$ cat src/rtl/lcd_capture.sv
// DMG LCD bus capture: synchronises the async LCD pins and emits 2-bit pixel writes at {line, column}.
// Latency: write strobe SYNC_STAGES+2 cycles after an LcdClk fall; no backpressure, writes are fire-and-forget.
module lcd_capture #(
    parameter int H_ACTIVE    = 160,
    parameter int V_ACTIVE    = 144,
    parameter int SYNC_STAGES = 2
) (
    input  logic        Clock,
    input  logic        ResetN,
    input  logic        LcdClk,
    input  logic        LcdHsync,
    input  logic        LcdVsync,
    input  logic [1:0]  LcdData,
    output logic [15:0] WrAddress,
    output logic [1:0]  Data,
    output logic        WE,
    output logic        WrClockEn,
    output logic        FrameDone,
    output logic [7:0]  FrameCount,
    output logic        Overrun
);

    localparam logic [7:0] H_MAX  = 8'(H_ACTIVE);
    localparam logic [7:0] V_END  = 8'(V_ACTIVE);
    localparam logic [7:0] V_LAST = 8'(V_ACTIVE - 1);

    typedef enum logic [1:0] {S_IDLE, S_ACTIVE, S_BLANK} state_t;

    logic [SYNC_STAGES-1:0]      r_clk_sync, r_hs_sync, r_vs_sync;
    logic [SYNC_STAGES-1:0][1:0] r_dat_sync;
    logic                        r_clk_hist, r_hs_hist, r_vs_hist;
    logic                        r_px_edge, r_hs_edge, r_vs_edge;
    logic [1:0]                  r_px_dat;

    state_t      r_state, w_state;
    logic [7:0]  r_x, w_x, r_y, w_y;
    logic        r_skip_hs, w_skip_hs;
    logic        r_ovr, w_ovr;
    logic [15:0] r_addr, w_addr;
    logic [1:0]  r_dat, w_dat;
    logic        r_we, w_we;
    logic        r_fd, w_fd;
    logic [7:0]  r_fc, w_fc;
    logic        r_wce;

    logic w_clk_s, w_hs_s, w_vs_s;
    assign w_clk_s = r_clk_sync[SYNC_STAGES-1];
    assign w_hs_s  = r_hs_sync[SYNC_STAGES-1];
    assign w_vs_s  = r_vs_sync[SYNC_STAGES-1];

    // Data shares the clock's stage count so the sampled value lines up with the detected fall.
    always_ff @(posedge Clock or negedge ResetN) begin
        if (!ResetN) begin
            r_clk_sync <= '0;
            r_hs_sync  <= '0;
            r_vs_sync  <= '0;
            r_dat_sync <= '0;
            r_clk_hist <= 1'b0;
            r_hs_hist  <= 1'b0;
            r_vs_hist  <= 1'b0;
            r_px_edge  <= 1'b0;
            r_hs_edge  <= 1'b0;
            r_vs_edge  <= 1'b0;
            r_px_dat   <= 2'd0;
        end else begin
            r_clk_sync <= {r_clk_sync[SYNC_STAGES-2:0], LcdClk};
            r_hs_sync  <= {r_hs_sync[SYNC_STAGES-2:0], LcdHsync};
            r_vs_sync  <= {r_vs_sync[SYNC_STAGES-2:0], LcdVsync};
            r_dat_sync <= {r_dat_sync[SYNC_STAGES-2:0], LcdData};
            r_clk_hist <= w_clk_s;
            r_hs_hist  <= w_hs_s;
            r_vs_hist  <= w_vs_s;
            r_px_edge  <= r_clk_hist & ~w_clk_s;
            r_hs_edge  <= ~r_hs_hist & w_hs_s;
            r_vs_edge  <= ~r_vs_hist & w_vs_s;
            r_px_dat   <= r_dat_sync[SYNC_STAGES-1];
        end
    end

    always_ff @(posedge Clock or negedge ResetN) begin
        if (!ResetN) begin
            r_state   <= S_IDLE;
            r_x       <= 8'd0;
            r_y       <= 8'd0;
            r_skip_hs <= 1'b0;
            r_ovr     <= 1'b0;
            r_addr    <= 16'd0;
            r_dat     <= 2'd0;
            r_we      <= 1'b0;
            r_fd      <= 1'b0;
            r_fc      <= 8'd0;
            r_wce     <= 1'b0;
        end else begin
            r_state   <= w_state;
            r_x       <= w_x;
            r_y       <= w_y;
            r_skip_hs <= w_skip_hs;
            r_ovr     <= w_ovr;
            r_addr    <= w_addr;
            r_dat     <= w_dat;
            r_we      <= w_we;
            r_fd      <= w_fd;
            r_fc      <= w_fc;
            r_wce     <= 1'b1;
        end
    end

    // Position updates first (vsync over hsync), then the pixel lands on the updated position.
    always_comb begin
        w_state   = r_state;
        w_x       = r_x;
        w_y       = r_y;
        w_skip_hs = r_skip_hs;
        w_ovr     = r_ovr;
        w_addr    = r_addr;
        w_dat     = r_dat;
        w_we      = 1'b0;
        w_fd      = 1'b0;
        w_fc      = r_fc;

        if (r_vs_edge) begin
            w_state   = S_ACTIVE;
            w_x       = 8'd0;
            w_y       = 8'd0;
            w_skip_hs = 1'b1;
            w_ovr     = 1'b0;
        end else if (r_hs_edge && r_state != S_IDLE) begin
            w_x = 8'd0;
            if (r_skip_hs) begin
                w_skip_hs = 1'b0;
            end else if (r_state == S_BLANK) begin
                w_ovr = 1'b1;
                w_y   = V_END;
            end else if (r_y == V_LAST) begin
                w_y     = V_END;
                w_fd    = 1'b1;
                w_fc    = r_fc + 8'd1;
                w_state = S_BLANK;
            end else begin
                w_y = r_y + 8'd1;
            end
        end

        if (r_px_edge && w_state == S_ACTIVE) begin
            if (w_x < H_MAX) begin
                w_addr = {w_y, w_x};
                w_dat  = r_px_dat;
                w_we   = 1'b1;
                w_x    = w_x + 8'd1;
            end else begin
                w_ovr = 1'b1;
            end
        end
    end

    assign WrAddress  = r_addr;
    assign Data       = r_dat;
    assign WE         = r_we;
    assign WrClockEn  = r_wce;
    assign FrameDone  = r_fd;
    assign FrameCount = r_fc;
    assign Overrun    = r_ovr;

endmodule

$ cat config.mk
export PLATFORM = sky130hd
export DESIGN_NAME = lcd_capture
export DESIGN_NICKNAME = d
export VERILOG_FILES = /design/src/rtl/lcd_capture.sv
export SDC_FILE = /design/constraint.sdc
export NUM_CORES = 1
export LEC_CHECK = 0
export BUFFER_PORTS_ARGS = -buffer_cell sky130_fd_sc_hd__buf_2
export CAP_MARGIN = 5
export CORE_AREA = 2 2 74 76
export DETAILED_ROUTE_END_ITERATION = 8
export DIE_AREA = 0 0 76 78
export PLACE_DENSITY_LB_ADDON = 0.08
export SLEW_MARGIN = 20
export SYNTH_ARGS = -nofsm -noshare
export SYNTH_HDL_FRONTEND = slang
export SYNTH_SLANG_ARGS = --single-unit
$ cat constraint.sdc
create_clock -name Clock -period 2.35 [get_ports Clock]
set_input_delay 0.1175 -clock Clock [delete_from_list [all_inputs] [get_ports Clock]]
set_output_delay 0.1175 -clock Clock [all_outputs]
set_load 0.05 [all_outputs]
* Yosys cells after proc, flatten, opt, wreduce, memory -nomap -nowiden
Index checks and enable logic that the tools add are counted.
Widths: inputs -> output; s select.
** Storage, ports and cells
- Register bits after elaboration :: 67
- Memories kept :: 0
- Output and inout bits :: 30
- Latch bits :: 0
- Word-level logic and storage cells :: 74
- Input bits :: 7
- RAM bits :: 0
- Bits in read-only memories :: 0
** Cells by class
- Equal/unequal tests :: 3
- Bitwise gates (word level) :: 9
- Reduce and logical (&&, ||, !) cells :: 6
- Div/mod/pow operators :: 0
- $add $sub $neg :: 3
- Multiply operators :: 0
- Order comparisons :: 1
- Shift operators :: 0
- Mux-type cells :: 29
** Operator list (number)
- $mux 8 :: 9
- $add 8x1->8 const B :: 3
- $mux 1 :: 15
- $mux 2 :: 5
- $eq 8x8->1 const B :: 1
- $lt 8x8->1 const B :: 1
- $not 1->1 :: 6
- $reduce_and 5->1 :: 1
- $reduce_bool 2->1 :: 2
- $and 1x1->1 :: 3
- $eq 2x1->1 const B :: 1
- $eq 2x2->1 const B :: 1
- $logic_and 1x1->1 :: 2
- $reduce_and 2->1 :: 1

* Depth between registers and ports, before layout
- Depth after elaboration :: 9
- Depth in mapped cells :: 8
- Mapped depth without buffers :: 7

* Worst setup path before layout
No wires, ideal clock.
- Path type :: reg-to-reg
- Start :: register r_state[0]
- End :: register r_x[4]
- Path slack :: 0.259 ns
- Library setup time :: 0.084 ns
- Arrival :: 2.007 ns
- Cell stages (with the launch flop) :: 9
- Cells stage by stage :: dfrtp_1 > clkbuf_1 > o21ai_0 > and3_1 > ha_1 > and3_1 > o2111ai_1 > or3_1 > a21boi_0
** Between the ends
- Longest elaborated chain between the ends :: 8
- Elaborated cells between the ends (all ways) :: 16
- Classes of those cells :: 1 x add/sub; 1 x order compare; 2 x eq/ne; 9 x mux; 3 x reduce/logical
** Ends and longest elaborated chain
- from (decl) :: line 35 : state_t r_state, w_state;
- from (signal assigned) :: line 94 : r_state <= w_state;
- branches (longest 7 deep; another with $add 8x1->8)
- $mux 8 (*) :: line 144 : if (r_px_edge && w_state == S_ACTIVE) begin
- via w_x[4] :: line 36 : logic [7:0] r_x, w_x, r_y, w_y;
- to (signal assigned) :: line 95 : r_x <= w_x;
- to (decl) :: line 36
Mark *: on every way through the listed nets, which the timed path passes.
A chain may end at the register's enable or synchronous reset.

* Worst setup path after layout
- Start :: register r_y[6]
- End :: register r_addr[9] (netlist: WrAddress[9])
** Between the ends
- Longest elaborated chain between the ends :: 9
- Elaborated cells between the ends (all ways) :: 14
- Classes of those cells :: 2 x eq/ne; 10 x mux; 2 x reduce/logical
** Ends and longest elaborated chain
- from (decl) :: line 36
- from (signal assigned) :: line 96 : r_y <= w_y;
- $eq 8x8->1 (*) :: line 134 : end else if (r_y == V_LAST) begin
- $mux 2 :: line 134
- $mux 2 :: line 131 : end else if (r_state == S_BLANK) begin
- $mux 2 :: line 129 : if (r_skip_hs) begin
- $mux 2 :: line 127 : end else if (r_hs_edge && r_state != S_IDLE) begin
- $mux 2 :: line 121 : if (r_vs_edge) begin
- $eq 2x1->1 :: line 144
- $logic_and 1x1->1 :: line 144
- $reduce_and 2->1 (no line)
- to (signal assigned) :: line 99 : r_addr <= w_addr;
- to (decl) :: line 39 : logic [15:0] r_addr, w_addr;
Mark *: on every way between the ends. The rest lies on a longest branch, timed or not.

==> impl_results.md <==
- Die H: 78 microns
- Clock group share of total power: 44.3%
- Worst R2R Setup Slack: 160 ps
- Hold Crit Start: r_dat_sync[0]
- Power per cell area: 790 mW/mm^2
- Final instance area: 0.00339 sq mm
- Vias in the first global route: 1940
- CTS H-tree depth: 3
- Post-synth EDFFs: 0
- Drt initial violations: 147
- Cell area after synthesis: 0.00277 sq mm
- #FFs+latches synth: 67
- Netlist cell types: 53
- Worst-Skew Late Latency: 350 ps
- CTS clk-pin slew, worst paths: 70 ps
- Sw Ratio: 24.6%
- Worst EP required: 2580 ps
- DR WL/cell: 16.2 microns
- Fin util: 67.2%
- # rows: 26
- Total negative slack: 0 ps
- Die width: 76 microns
- Placed Instance Area: 0.00308 sq mm
- Die Area: 0.00593 sq mm
- CTS Buf Count: 9
- Syn_nets: 232
- Met3 Track Usage GR: 6.40%
- First-pass GRT wire length: 9.78 mm
- CTS Buffer Depth: 2
- Reg2reg end: WrAddress[9]
- Post-synthesis area per instance: 12.5 sq um
- Startpoint Class: register
- Final Hold Fails: 0
- CP max FO: 12
- Clock skew: 4.47 ps
- Pins over their slew limit: 0
- Core ar.: 0.00504 sq mm
- Initial antenna violation count: 0
- Max_slew headroom: 46.7%
- Layout area overhead: 22.3%
- Sequential power share: 46.1%
- Synth Area in Compound Gates: 11.6%
- Fin nets: 288
- Critical path type: register to register
- DRC Markers: 0
- Post-synthesis mux area share: 5.51%
- Post-Synth Adder-Cell Area: 1.35%
- Largest family of logic cells by synthesized area: simple AND/OR/NAND/NOR gates
- Most used routing layer: met2
- Synth Area in Simple Gates: 16.7%
- Largest net degree at the start of global routing: 68
- Final period util: 93.3%
- Final setup vio count: 0
- Total grt overflow: 0
- Ys flop type: dfrtp_1
- Worst slack, placed: 122 ps
- Final WS setup: 158 ps
- Critical Path Sink Type: register
- Combinational power share: 9.6%
- Hpwl dp: 3.83 mm
- Outcome: completed
- Overall Global Routing Usage: 21.5%
- Worst setup endpoint: WrAddress[9]
- CP arrival: 2430 ps
- Ys Warns: 0
- Async SR Flop Fraction: 100%
- Static leakage: 1.64 nW
- Grt met1 use: 29.6%
- IO buf count: 36
- TritonRoute pass-1 iters: 4
- Reg2reg path depth: 5
- Final worst path period need: 2190 ps
- Starting Density: 55.0%
- Final ANT Viol Nets: 0
- Dpl cells: 331
- Int Pwr: 2.02 mW
- Hold Crit Class: register to register
- Gpl congestion: 0.843
- Fin cells: 353
- Sequential share of the synthesized area: 60.5%
- # clock sinks: 67
- Peak supply drop: 0.591 mV
- GR Util met2: 32.1%
- Clock root cell: clkbuf_8
- MaxCap Viol Count: 0
- RSZ-0062 raised after global routing: false
- NetSw: 658 uW
- I/O pin total: 37
- TritonCTS clock tree: done
- Fmax: 456 MHz
- FF-to-FF Start: r_y[6]
- Routed vias/inst: 5.65
- Post-Synth XOR/XNOR Area: 2.53%
- Layout cells sized above 1: 27.9%
- Drt total wl: 5.72 mm
- Worst-Margin Slew: 800 ps
- Inserted Diodes: 0
- Critical path origin: r_y[6]
- Vias: 1996
- Post-Syn Instances: 222
[cells in the final DEF, fill, tap and decap left out, types with 2 or more instances in the layout]
| cell type | instances |
|---|---|
| a21oi_1 | 3 |
| a22o_1 | 9 |
| a31oi_1 | 3 |
| and2_1 | 3 |
| and3_1 | 9 |
| and4_1 | 2 |
| buf_2 | 36 |
| buf_4 | 8 |
| bufinv_16 | 3 |
| clkbuf_8 | 10 |
| dfrtp_1 | 67 |
| dlygate4sd3_1 | 6 |
| ha_1 | 3 |
| inv_1 | 5 |
| mux2_2 | 10 |
| mux2i_1 | 4 |
| nand2_1 | 10 |
| nand2b_1 | 2 |
| nand3_1 | 8 |
| nand3b_1 | 2 |
| nand4_1 | 3 |
| nor2_1 | 5 |
| nor2b_1 | 5 |
| nor3_1 | 6 |
| nor4_1 | 6 |
| nor4_2 | 2 |
| o211a_1 | 2 |
| o21a_1 | 4 |
| o21ai_0 | 5 |
| or2_2 | 2 |
| or3_1 | 5 |
| xnor2_1 | 7 |
[power by group through the flow]
stage / Sequential (mW) / Clock [mW] / Combinational (mW)
after floorplan: 1.33 / 0 / 0.0926
after global placement: 1.26 / 0 / 0.247
after detailed placement: 1.26 / 0 / 0.252
after CTS: 1.23 / 1.21 / 0.260
after global routing: 1.24 / 1.27 / 0.278
final: 1.23 / 1.19 / 0.257
[cells by family (layout without fill, tap and decap cells)]
logic type	after synthesis	in the layout
multiplexers	14	14
AND/OR/NAND/NOR	75	75
adder cells (fa/ha/maj)	3	3
other	1	1
AO/OA/AOI/OAI	43	43
buffers and inverters	11	72
flip-flops	67	67
XOR/XNOR	8	8
[worst min-delay path by stage]
stage / to / slack, ps / cells past startpoint
global route: r_vs_sync[1] / 360 / 0
finish: r_dat_sync[2] / 350 / 0
detailed placement: r_hs_sync[0] / 230 / 1
floorplan: Data[0] / -180 / 0
CTS: r_dat_sync[2] / 360 / 0
global placement: r_dat_sync[1] / 230 / 1
[synth_stat cells (all sizes together), types with 4 or more instances]
cell    number  area share, %
and3         9            2.0
o21a         4            1.1
nor3         6            1.1
xnor2        7            2.2
nor2         5           0.68
clkbuf       4           0.54
a22o         9            2.8
mux2        10            4.1
nand3        9            2.1
nor4         8            2.3
inv          6           0.90
nand2       10            1.4
or3          5            1.1
o21ai        7            1.3
dfrtp       67             60
mux2i        4            1.4
nor2b        5            1.1
[area by class of cell]
class / instances / area, sq um
flip-flops and latches: 67 / 1680
fillers: 379 / 1650
clock inverters: 6 / 111
well taps: 70 / 87.6
clock buffers: 10 / 138
multi-input cells: 144 / 1050
repair buffers: 50 / 300
inverters: 6 / 25.0
[sequential cells by signal, summed over array words and instances (netlist names), 4 cells and up]
name and cells:
FrameCount 8, r_x 8, r_y 8, r_dat_sync 4, WrAddress 16
[worst max-delay path: stages (launching register included)]
cell	delay, ps
dfrtp_1	430
or4b_4	600
or4_4	480
nand3_4	190
inv_4	100
mux2_2	280
[through the flow]
stage | total power [mW] | hold slack, ps
2_1_floorplan | 1.42 | -178
3_3_place_gp | 1.50 | 225
3_5_place_dp | 1.51 | 227
4_1_cts | 2.70 | 356
5_1_grt | 2.79 | 361
6_report | 2.68 | 353
[metal layers]
layer  part of all wire (%)  up-vias
met4                    1.8        0
li1                       -      938
met3                    4.7       11
met1                     46      992
met2                     47       55
met5                      0        -
[timing repair]
| item | 4_1_cts | 5_1_grt |
|---|---|---|
| buffers inserted | 0 | 0 |
| setup endpoints to repair | 0 | 2 |
| resized for setup | 0 | 2 |
| hold buffers | 6 | 0 |
| hold endpoints to repair | 72 | 0 |
Power figures use the tool's default switching activity.
